`config.mk`:
```
export PLATFORM = sky130hd
export DESIGN_NAME = dmem_port_arbiter
export DESIGN_NICKNAME = d
export VERILOG_FILES = /design/src/rtl/dmem_port_arbiter.sv
export SDC_FILE = /design/constraint.sdc
export NUM_CORES = 1
export LEC_CHECK = 0
export ABC_AREA = 1
export CAP_MARGIN = 25
export CORE_MARGIN = 2
export CORE_UTILIZATION = 39
export DETAILED_ROUTE_END_ITERATION = 12
export PLACE_DENSITY_LB_ADDON = 0.3
export SLEW_MARGIN = 30
export SYNTH_ARGS = -nofsm -noshare
export SYNTH_HDL_FRONTEND = slang
export SYNTH_SLANG_ARGS = --single-unit
export TNS_END_PERCENT = 20
```
`constraint.sdc`:
```
create_clock -name clk -period 1.9 [get_ports clk]
set_input_delay 0.38 -clock clk [delete_from_list [all_inputs] [get_ports clk]]
set_output_delay 0.38 -clock clk [all_outputs]
set_load 0.01 [all_outputs]
```
`src/rtl/dmem_port_arbiter.sv`:
```
// dmem_port_arbiter: shares single-port DMEM between CPU M-stage and aux port.
// DMEM_ARB_STARVE_EN enables the aux starvation counter / forced grant.
module dmem_port_arbiter #(
  parameter int ADDR_W     = 12,
  parameter int DATA_W     = 32,
  parameter int STARVE_MAX = 4
) (
  input  logic                clk,
  input  logic                rst,
  input  logic                cpu_req,
  input  logic [DATA_W/8-1:0] cpu_we,
  input  logic [ADDR_W-1:0]   cpu_addr,
  input  logic [DATA_W-1:0]   cpu_wdata,
  output logic                cpu_stall,
  output logic [DATA_W-1:0]   cpu_rdata,
  output logic                cpu_rvalid,
  input  logic                aux_req,
  input  logic [DATA_W/8-1:0] aux_we,
  input  logic [ADDR_W-1:0]   aux_addr,
  input  logic [DATA_W-1:0]   aux_wdata,
  output logic                aux_gnt,
  output logic [DATA_W-1:0]   aux_rdata,
  output logic                aux_rvalid,
  output logic                mem_en,
  output logic [DATA_W/8-1:0] mem_we,
  output logic [ADDR_W-1:0]   mem_addr,
  output logic [DATA_W-1:0]   mem_din,
  input  logic [DATA_W-1:0]   mem_dout
);

  localparam int BE_W = DATA_W / 8;
  localparam int CW   = $clog2(STARVE_MAX + 1);

  typedef enum logic [1:0] {
    SEL_IDLE,
    SEL_CPU,
    SEL_AUX,
    SEL_FORCED
  } sel_t;

  sel_t              sel;
  logic              force_aux;
  logic              cpu_gnt;
  logic [1:0]        owner;
  logic [DATA_W-1:0] cpu_hold;
  logic [DATA_W-1:0] aux_hold;

`ifdef DMEM_ARB_STARVE_EN
  logic [CW-1:0] starve_cnt;

  // Count consecutive denied aux cycles, saturating at the limit
  always_ff @(posedge clk) begin
    if (rst) begin
      starve_cnt <= '0;
    end else if (!aux_req || aux_gnt) begin
      starve_cnt <= '0;
    end else if (starve_cnt != CW'(STARVE_MAX)) begin
      starve_cnt <= starve_cnt + 1'b1;
    end
  end

  // Aux is pushed through once it has waited long enough
  always_comb begin
    force_aux = aux_req && (starve_cnt == CW'(STARVE_MAX));
  end
`else
  // Strict CPU priority: aux only gets idle CPU cycles
  always_comb begin
    force_aux = 1'b0;
  end
`endif

  // Per-cycle grant selection and memory port mux
  always_comb begin
    sel       = SEL_IDLE;
    cpu_gnt   = 1'b0;
    aux_gnt   = 1'b0;
    mem_en    = 1'b0;
    mem_we    = '0;
    mem_addr  = '0;
    mem_din   = '0;
    if (cpu_req && !force_aux) begin
      sel = SEL_CPU;
    end else if (force_aux) begin
      sel = SEL_FORCED;
    end else if (aux_req) begin
      sel = SEL_AUX;
    end
    unique case (sel)
      SEL_CPU: begin
        cpu_gnt  = 1'b1;
        mem_en   = 1'b1;
        mem_we   = cpu_we;
        mem_addr = cpu_addr;
        mem_din  = cpu_wdata;
      end
      SEL_AUX, SEL_FORCED: begin
        aux_gnt  = 1'b1;
        mem_en   = 1'b1;
        mem_we   = aux_we;
        mem_addr = aux_addr;
        mem_din  = aux_wdata;
      end
      default: ;
    endcase
    cpu_stall = cpu_req && !cpu_gnt;
  end

  // Tag which requester owns the read returning next cycle
  always_ff @(posedge clk) begin
    if (rst) begin
      owner <= 2'b00;
    end else begin
      owner <= {aux_gnt && (aux_we == BE_W'(0)),
                cpu_gnt && (cpu_we == BE_W'(0))};
    end
  end

  // Hold the last returned word for each requester
  always_ff @(posedge clk) begin
    if (rst) begin
      cpu_hold <= '0;
      aux_hold <= '0;
    end else begin
      if (cpu_rvalid) cpu_hold <= mem_dout;
      if (aux_rvalid) aux_hold <= mem_dout;
    end
  end

  // Read return: reset kills any in-flight read
  always_comb begin
    cpu_rvalid = owner[0] && !rst;
    aux_rvalid = owner[1] && !rst;
    cpu_rdata  = cpu_rvalid ? mem_dout : cpu_hold;
    aux_rdata  = aux_rvalid ? mem_dout : aux_hold;
  end

endmodule

```
==> flow_summary.toml <==
[global_route]
grt_start_max_net_pins = 65
use_met3_pct = 6.22
gr-max-usage-layer = "met2"
grt_pass1_wl_microns = 21300
grt_antenna_before_repair = 0
grt_overflow = 0
track_usage_pct = 26.4
first_global_vias = 4438
grtUsageMet1_pct = 30.4
grtUsageMet2_pct = 47.8

[sta]
rsz0062_at_grt = "yes"
clock.fmax_ghz = 0.534
layout_setup_ws_ns = 0.0278
period_share_pct = 98.5
finClkSkew_ns = 0.0113
hold_violations = 0
setup_viol = 0
maxSlewViolCount = 0
worstMarginPinSlew_ns = 0.669
slew_headroom_pct = 55.4
layout_min_cycle_time_ns = 1.87

[power_and_ir_drop]
combPwrFrac_pct = 22.2
finalPower_mw = 3.38
ir_worst_vdd_mv = 0.417
cellPowerDensity_mw_per_mm2 = 483
p_seq_share_pct = 41.2
netSwitchingFraction_pct = 25.9
power.internal_mw = 2.50
clkPwrFrac_pct = 36.7
power.net_switching_mw = 0.877
power.leakage_nw = 4.42

[die]
start_util_pct = 40.5
die_width_microns = 102
io_pins = 249
row_count = 35
die-area_sq_mm = 0.0105
coreArea_sq_mm = 0.00933
die_h_microns = 102

[clock_tree]
root_buffer = "clkbuf_8"
ctsHoldBuffers = 0
cts_num_sinks = 66
cts_made_buffers = 9
cts_tree = "built"
cts.reportedPaths.clkPinSlew_ns = 0.07
clkLatencyLatePin_ns = 0.35
clock_path_buffers = 2
cts_max_level = 3

[route]
ant_nets = 0
vias_per_cell = 4.39
postRouteWirelength_microns = 14400
drc = 0
initialDrtViolationCount = 219
drt-pass1-iter-count = 5
via_count = 4827
wire_per_inst_microns = 13.1

[yosys]
synth-seq-cells = 66
postSynthCellCount = 682
ys_types = 14
synthesis.nets = 814
syn-cell-area_sq_mm = 0.00378
synth-seq-area-share_pct = 35.0
synth.avg_cell_area_sq_um = 5.54
yosysWarnings = 0

[placement]
hpwl_microns = 10400
place_congestion = 0.934
pre_cts_ws_ns = -0.596
port_buffers = 247

[outcome]
outcome = "completed"

[layout]
final_cell_mix = "nand2_1, inv_1, clkdlybuf4s50_1"
area_growth_pct = 85.5
final_nets = 1098
drive_above_1_share_pct = 11.1
final_common_cell = "nand2_1"
diodes = 0

[hold_path]
worstHoldPathType = "in -> reg"
whs_path_depth = 4

[setup_path]
crit_required_ns = 1.52
rr_worst_depth = 6
worst_setup_path_start_kind = "flop"
arrival_ns = 1.49
end_kind = "output pin"
critical_path_class = "reg -> out"
path_max_fanout = 13

[job]
max-cap-violations = 0
-- cells in the mapped netlist (all sizes together) --
library cell / instances / share of area (%)
dfxtp: 66 / 35
nand3: 67 / 8.9
o22ai: 2 / 0.33
nand2: 267 / 27
conb: 1 / 0.099
inv: 171 / 17
o21ai: 2 / 0.27
buf: 33 / 4.4
clkbuf: 5 / 0.50
nor2: 68 / 7.0
-- layer usage --
metal,share of wire (%),vias to the layer above
met3,6.4,28
met5,0,-
li1,-,2504
met1,40,2104
met2,51,191
met4,2.6,0
-- sequential cells by signal (all words and copies together), names as in the netlist --
signal,count
aux_hold,32
owner,2
cpu_hold,32
-- stage by stage --
stage	util (%)	cells	setup TNS (ns)	hold slack (ns)	area, sq um
floorplan	-	682	0	0.497	3780
global placement	71.9	1077	-34.02	0.509	6710
detailed placement	71.9	1077	-34.97	0.512	6710
CTS	74.1	1097	-2.09	0.521	6910
global route	75.1	1100	-0.343	0.481	7010
finish	75.1	1100	0	0.481	7010
-- timing repair --
action / CTS / global route
pin swaps: 1 / 1
endpoints found under the setup margin: 116 / 72
cloned: 2 / 3
setup buffers: 2 / 0
resized for setup: 135 / 51
-- power groups by stage --
stage	clock network (mW)	registers (mW)	logic (mW)
after CTS	1.26	1.39	0.750
after global routing	1.32	1.39	0.810
after floorplan	0	1.42	0.246
final	1.24	1.39	0.750
after global placement	0	1.42	0.777
after detailed placement	0	1.42	0.782
-- path summary, 6_finish.rpt --
path | startpoint | slack [ns] | endpoint
worst max-delay path | owner[1]$_SDFF_PP0_ | 0.03 | aux_rdata[4]
worst max register to register | owner[1]$_SDFF_PP0_ | 0.80 | aux_hold[15]$_SDFF_PP0_
worst min-delay path | cpu_req | 0.48 | owner[0]$_SDFF_PP0_
worst min register to register | aux_hold[9]$_SDFF_PP0_ | 0.52 | aux_hold[9]$_SDFF_PP0_
-- final cells by class --
cell class / instances / area [sq um]
inverter: 171 / 642
tap: 129 / 161
fill: 771 / 2320
sequential: 66 / 1330
timing repair buffer: 311 / 3030
clock buffer: 11 / 151
clock inverter: 5 / 62.6
multi-input combinational: 407 / 1640
-- cell families (layout without fill, tap and decap cells) --
family,after synthesis,after routing,synth area share (%)
other,1,1,0.0993
AOI/OAI and AO/OA,4,4,0.596
DFF,66,66,35.0
buffers and inverters,209,498,21.9
and+or+nand+nor,402,402,42.4
-- worst max-delay path, cell delays in order (launching register included) --
cell           delay, ns
dfxtp_4             0.38
nand2_4             0.13
clkbuf_16           0.19
nand2_1             0.05
nand2_1             0.07
inv_1               0.04
dlygate4sd2_1       0.27
No activity file was read; power rests on OpenSTA's default activity.
==> RTL edit 1: new RTL, same flow settings <==
The parameter `DATA_W` goes from 32 to 48.
--- a/src/rtl/dmem_port_arbiter.sv
+++ b/src/rtl/dmem_port_arbiter.sv
@@ -2,7 +2,7 @@
 // DMEM_ARB_STARVE_EN enables the aux starvation counter / forced grant.
 module dmem_port_arbiter #(
   parameter int ADDR_W     = 12,
-  parameter int DATA_W     = 32,
+  parameter int DATA_W     = 48,
   parameter int STARVE_MAX = 4
 ) (
   input  logic                clk,
Interface: changed (9 resized); port bits go from 249 to 351. The function was not compared with the original's and may differ.
==> RTL edit 1 against the unedited design <==
  * Worst setup slack lost 16 ps
  * Power grew 50%
  * Sequential cell count grew 32
  * Synthesized area grew 47%
  * Routed wire length grew 59%
  * Final cell count grew 45%
  * Synthesized cell count grew 46%
  * Cell area grew 44%
  * Critical endpoint is now cpu_rdata[42]
  * Largest power group unchanged
==> RTL edit 1: results (changes against the unedited design) <==
top layer used by detailed routing met5; status finished clean; sequential fraction of the synthesis area 0.353 (+0.00293); share of layout cells above drive strength 1 0.149 (+0.0381); Reg2Reg Depth 6 (unchanged); DR WL met3 2.05 mm (+120%); DR iter-0 viols 500 (+130%); syn avg cell area 5.58 um2 (+0.73%); largest net degree at the start of global routing 98 (+51%); synth top area cells dfxtp_1 (35%), nand2_1 (26%), inv_1 (17%); PortBufs 349 (+41%); Slew @ Worst Pin 740 ps (+70.8 ps); Clock Latency Late Sink 350 ps (about the same); Cell Area, Placed 9840 um2 (+47%); H-tree Lvls 3 (unchanged); Synth async-reset ratio 0 (unchanged); first-pass GRT wire length 34.1 mm (+60%); worst hold slack 455 ps (-25.8 ps); Yosys cell types 15 (+1); Largest regs aux_hold: 48 flops, cpu_hold: 48 flops, owner: 2 flops; met2 wire len 10.9 mm (+49%); worst-path fanout max 11 (-2); Placer Congestion 0.929 (-0.58%); routing usage on met3 0.0909 (+0.0286); initial antenna violation count 5 (+5); adder-cell share of the synthesized area 0 (unchanged); met1 wire length 8.98 mm (+55%); layout filler cell count 1203 (+56%); Max IR drop VDD 0.437 mV (+4.8%); met1 GRT Util 0.351 (+0.0474); number of global-route vias before repair 6523 (+47%); post-synthesis mux area share 0 (unchanged); pre-CTS worst setup slack -527 ps (+69.6 ps); root buffer cell clkbuf_16; Ys Warns 0 (unchanged); Hold Crit Depth 4 (unchanged); met2 Use GR 0.472 (-0.00640); post-route insts no fill 1595 (+45%); via/cell ratio 4.45 (+1.5%); GRT Overall Usage 0.295 (+0.0309); post-synthesis compound-gate area fraction 0.00383 (-0.00214); Layout Skew 5.63 ps (-5.64 ps); top cell types by occurrence after synthesis nand2_1 (383), inv_1 (249), nor2_1 (103); hpwl dp 17.7 mm (+70%); Reg clk slew, reported paths 60 ps; Leak 0.00645 uW (+46%); synthesized net count 1181 (+45%); final WL 22.9 mm (+59%); Worst EP arrival 1510 ps (+20 ps)
==> RTL edit 1: cell type report <==
type	instances	area (um2)	share of cell area
diodes	2	5.00	0.000496
clock buffers	12	267	0.0264
clock inverters	4	72.6	0.00719
inverters	250	941	0.0933
multi-input cells	593	2400	0.238
flip-flops and latches	98	1970	0.195
well taps	180	225	0.0223
repair buffers	456	4210	0.417
==> RTL edit 1: critical path, stage by stage, from the launching register on <==
cell and delay (ps):
dfxtp_4 400, buf_4 200, nand3_1 90, nand2_1 110, inv_1 60, dlygate4sd2_1 290
==> RTL edit 1: final timing paths <==
kind                                 from                      end  slack (ps)
setup / recovery      owner[0]$_SDFF_PP0_            cpu_rdata[42]          10
hold / removal                    cpu_req      owner[0]$_SDFF_PP0_         460
setup reg to reg      owner[0]$_SDFF_PP0_  cpu_hold[44]$_SDFF_PP0_         800
hold reg to reg   aux_hold[39]$_SDFF_PP0_  aux_hold[39]$_SDFF_PP0_         530
==> RTL edit 1: timing repair <==
item | in CTS | in global routing
endpoints found under the setup margin | 165 | 142
cloned | 2 | 1
buffers inserted | 1 | 0
resized for setup | 181 | 171
pin swaps | 1 | 3
hold buffers | 0 | 0
==> RTL edit 1: power breakdown <==
| group | total [uW] | switching (uW) | internal, uW |
|---|---|---|---|
| Sequential | 2060 | 1.15 | 2050 |
| Combinational | 990 | 436 | 553 |
| Clock | 2040 | 781 | 1260 |
==> RTL edit 1: kinds of logic (layout without fill, tap and decap cells) <==
logic type | count (synthesis) | after routing
other | 1 | 3
DFF | 98 | 98
AOI/OAI and AO/OA | 4 | 4
and+or+nand+nor | 588 | 588
buffers and inverters | 306 | 722
==> RTL edit 2: new RTL, same flow settings <==
Made on the original files. Build with the macro `DMEM_ARB_STARVE_EN` defined.
--- a/src/rtl/dmem_port_arbiter.sv
+++ b/src/rtl/dmem_port_arbiter.sv
@@ -1,5 +1,7 @@
 // dmem_port_arbiter: shares single-port DMEM between CPU M-stage and aux port.
 // DMEM_ARB_STARVE_EN enables the aux starvation counter / forced grant.
+`define DMEM_ARB_STARVE_EN
+
 module dmem_port_arbiter #(
   parameter int ADDR_W     = 12,
   parameter int DATA_W     = 32,
Formal check against the unedited RTL: not equivalent (Yosys sat finds a counterexample within 10 cycles, from zero or initial values and one cycle with rst high).
==> RTL edit 2 against the unedited design <==
  * The run now ends with setup timing left
  * Clock skew decreased by 1.3 ps
  * Sequential cell count increased by 3
  * Routed wire length increased by 8.4%
  * Power increased by 4.3%
  * Clock power decreased by 6%
  * Sequential share of layout area decreased by 0.89 points
  * Worst setup slack got worse by 180 ps
  * Via count increased by 11%
  * Synthesized area increased by 8.5%
  * Cell area increased by 10%
  * Sequential power increased by 4%
  * Critical path type unchanged
==> RTL edit 2: results (changes against the unedited design) <==
routing usage on met3 0.0656 (+0.00336); H-tree Lvls 3 (unchanged); top cell types by occurrence after synthesis nand2_1 (189), inv_1 (169), nand3_1 (164); syn avg cell area 5.68 um2 (+2.5%); vias 5341 (+11%); Max IR drop VDD 0.410 mV (-1.8%); final WL 15.6 mm (+8.4%); multi-input logic area 2100 um2 (+28%); largest net degree at the start of global routing 67 (+3.1%); synthesized net count 856 (+5.2%); hpwl dp 11.3 mm (+9.2%); Plain + repair buffers 336 (+8.0%); pre-CTS worst setup slack -293 ps (+303 ps); via/cell ratio 4.61 (+5.0%); Leak 0.00478 uW (+8.0%); post-synthesis mux area share 0 (unchanged); DR iter-0 viols 228 (+4.1%); adder-cell share of the synthesized area 0.00611 (+0.00611); inverter count 172 (+0.58%); post-synthesis compound-gate area fraction 0 (-0.00596); Top FF cell, synth dfxtp_1; sequential fraction of the synthesis area 0.337 (-0.0128); clock-cell share of area 0.0245 (-0.00606); fraction of area in registers 0.180 (-0.00887); comb_multi_in 431 (+5.9%); die area 11300 um2 (+8.2%); Clk power 1170 uW (-6%); FF+latch count, synth 69 (+4.5%); Layout Skew 9.99 ps (-1.27 ps); met1 GRT Util 0.312 (+0.00783); worst hold slack 506 ps (+25.2 ps); setup tns final -2340 ps (-2340 ps); GRT Overall Usage 0.269 (+0.00531); Slew @ Worst Pin 687 ps (+18.2 ps); setup violators final 48 (+48); failing checks setup timing; FF-to-FF setup slack 500 ps (-300 ps); Largest regs aux_hold: 32 flops, cpu_hold: 32 flops, starve_cnt: 3 flops; R2R Path End starve_cnt[2]$_SDFFE_PP0N_; Nets 1153 (+5.0%); postcts setup bufs 3 (+1); number of global-route vias before repair 4979 (+12%); Worst EP arrival 1680 ps (+190 ps); worst-path fanout max 8 (-5); fin area 7720 um2 (+10%); synth top area cells dfxtp_1 (34%), nand3_1 (20%), nand2_1 (17%); Yosys cell types 12 (-2); Cell Area, Placed 7220 um2 (+7.6%); Reg2Reg Depth 10 (+4); placed insts 1135 (+5.4%); met2 Use GR 0.464 (-0.0144); status finished with violations; Placer Congestion 0.833 (-11%); clkbuf count 9 (-2); sequential power 1450 uW (+4%); setup ws final -155 ps (-183 ps); first-pass GRT wire length 24.2 mm (+13%); root buffer cell clkbuf_8; critical path's slowest cell dfxtp_2; Largest stage delay, worst path 330 ps (-50 ps)
## RTL edit 2: cell types whose count changed after synthesis, sizes merged, moves of 3 or more
cell,before,now
nor2,68,74
nand3,67,164
buf,33,37
dfxtp,66,69
nand2,267,189
clkbuf,5,13
## RTL edit 2: how the worst max path moves through the flow
stage                               startpoint  slack [ps]             to  cells past startpoint
global route        starve_cnt[1]$_SDFFE_PP0N_        -250    mem_addr[3]                     10
detailed placement  starve_cnt[0]$_SDFFE_PP0N_        -290      mem_we[0]                      8
floorplan           starve_cnt[0]$_SDFFE_PP0N_         400        aux_gnt                      7
finish              starve_cnt[0]$_SDFFE_PP0N_        -160    mem_addr[3]                     10
global placement    starve_cnt[0]$_SDFFE_PP0N_        -260      mem_we[2]                      8
CTS                        owner[1]$_SDFF_PP0_        -220  aux_rdata[19]                      6
## RTL edit 2: metal layers
metal,up-vias,wire (um)
met3,40,1160
met2,230,7750
met4,0,651
met5,-,0
met1,2348,6060
li1,2723,-
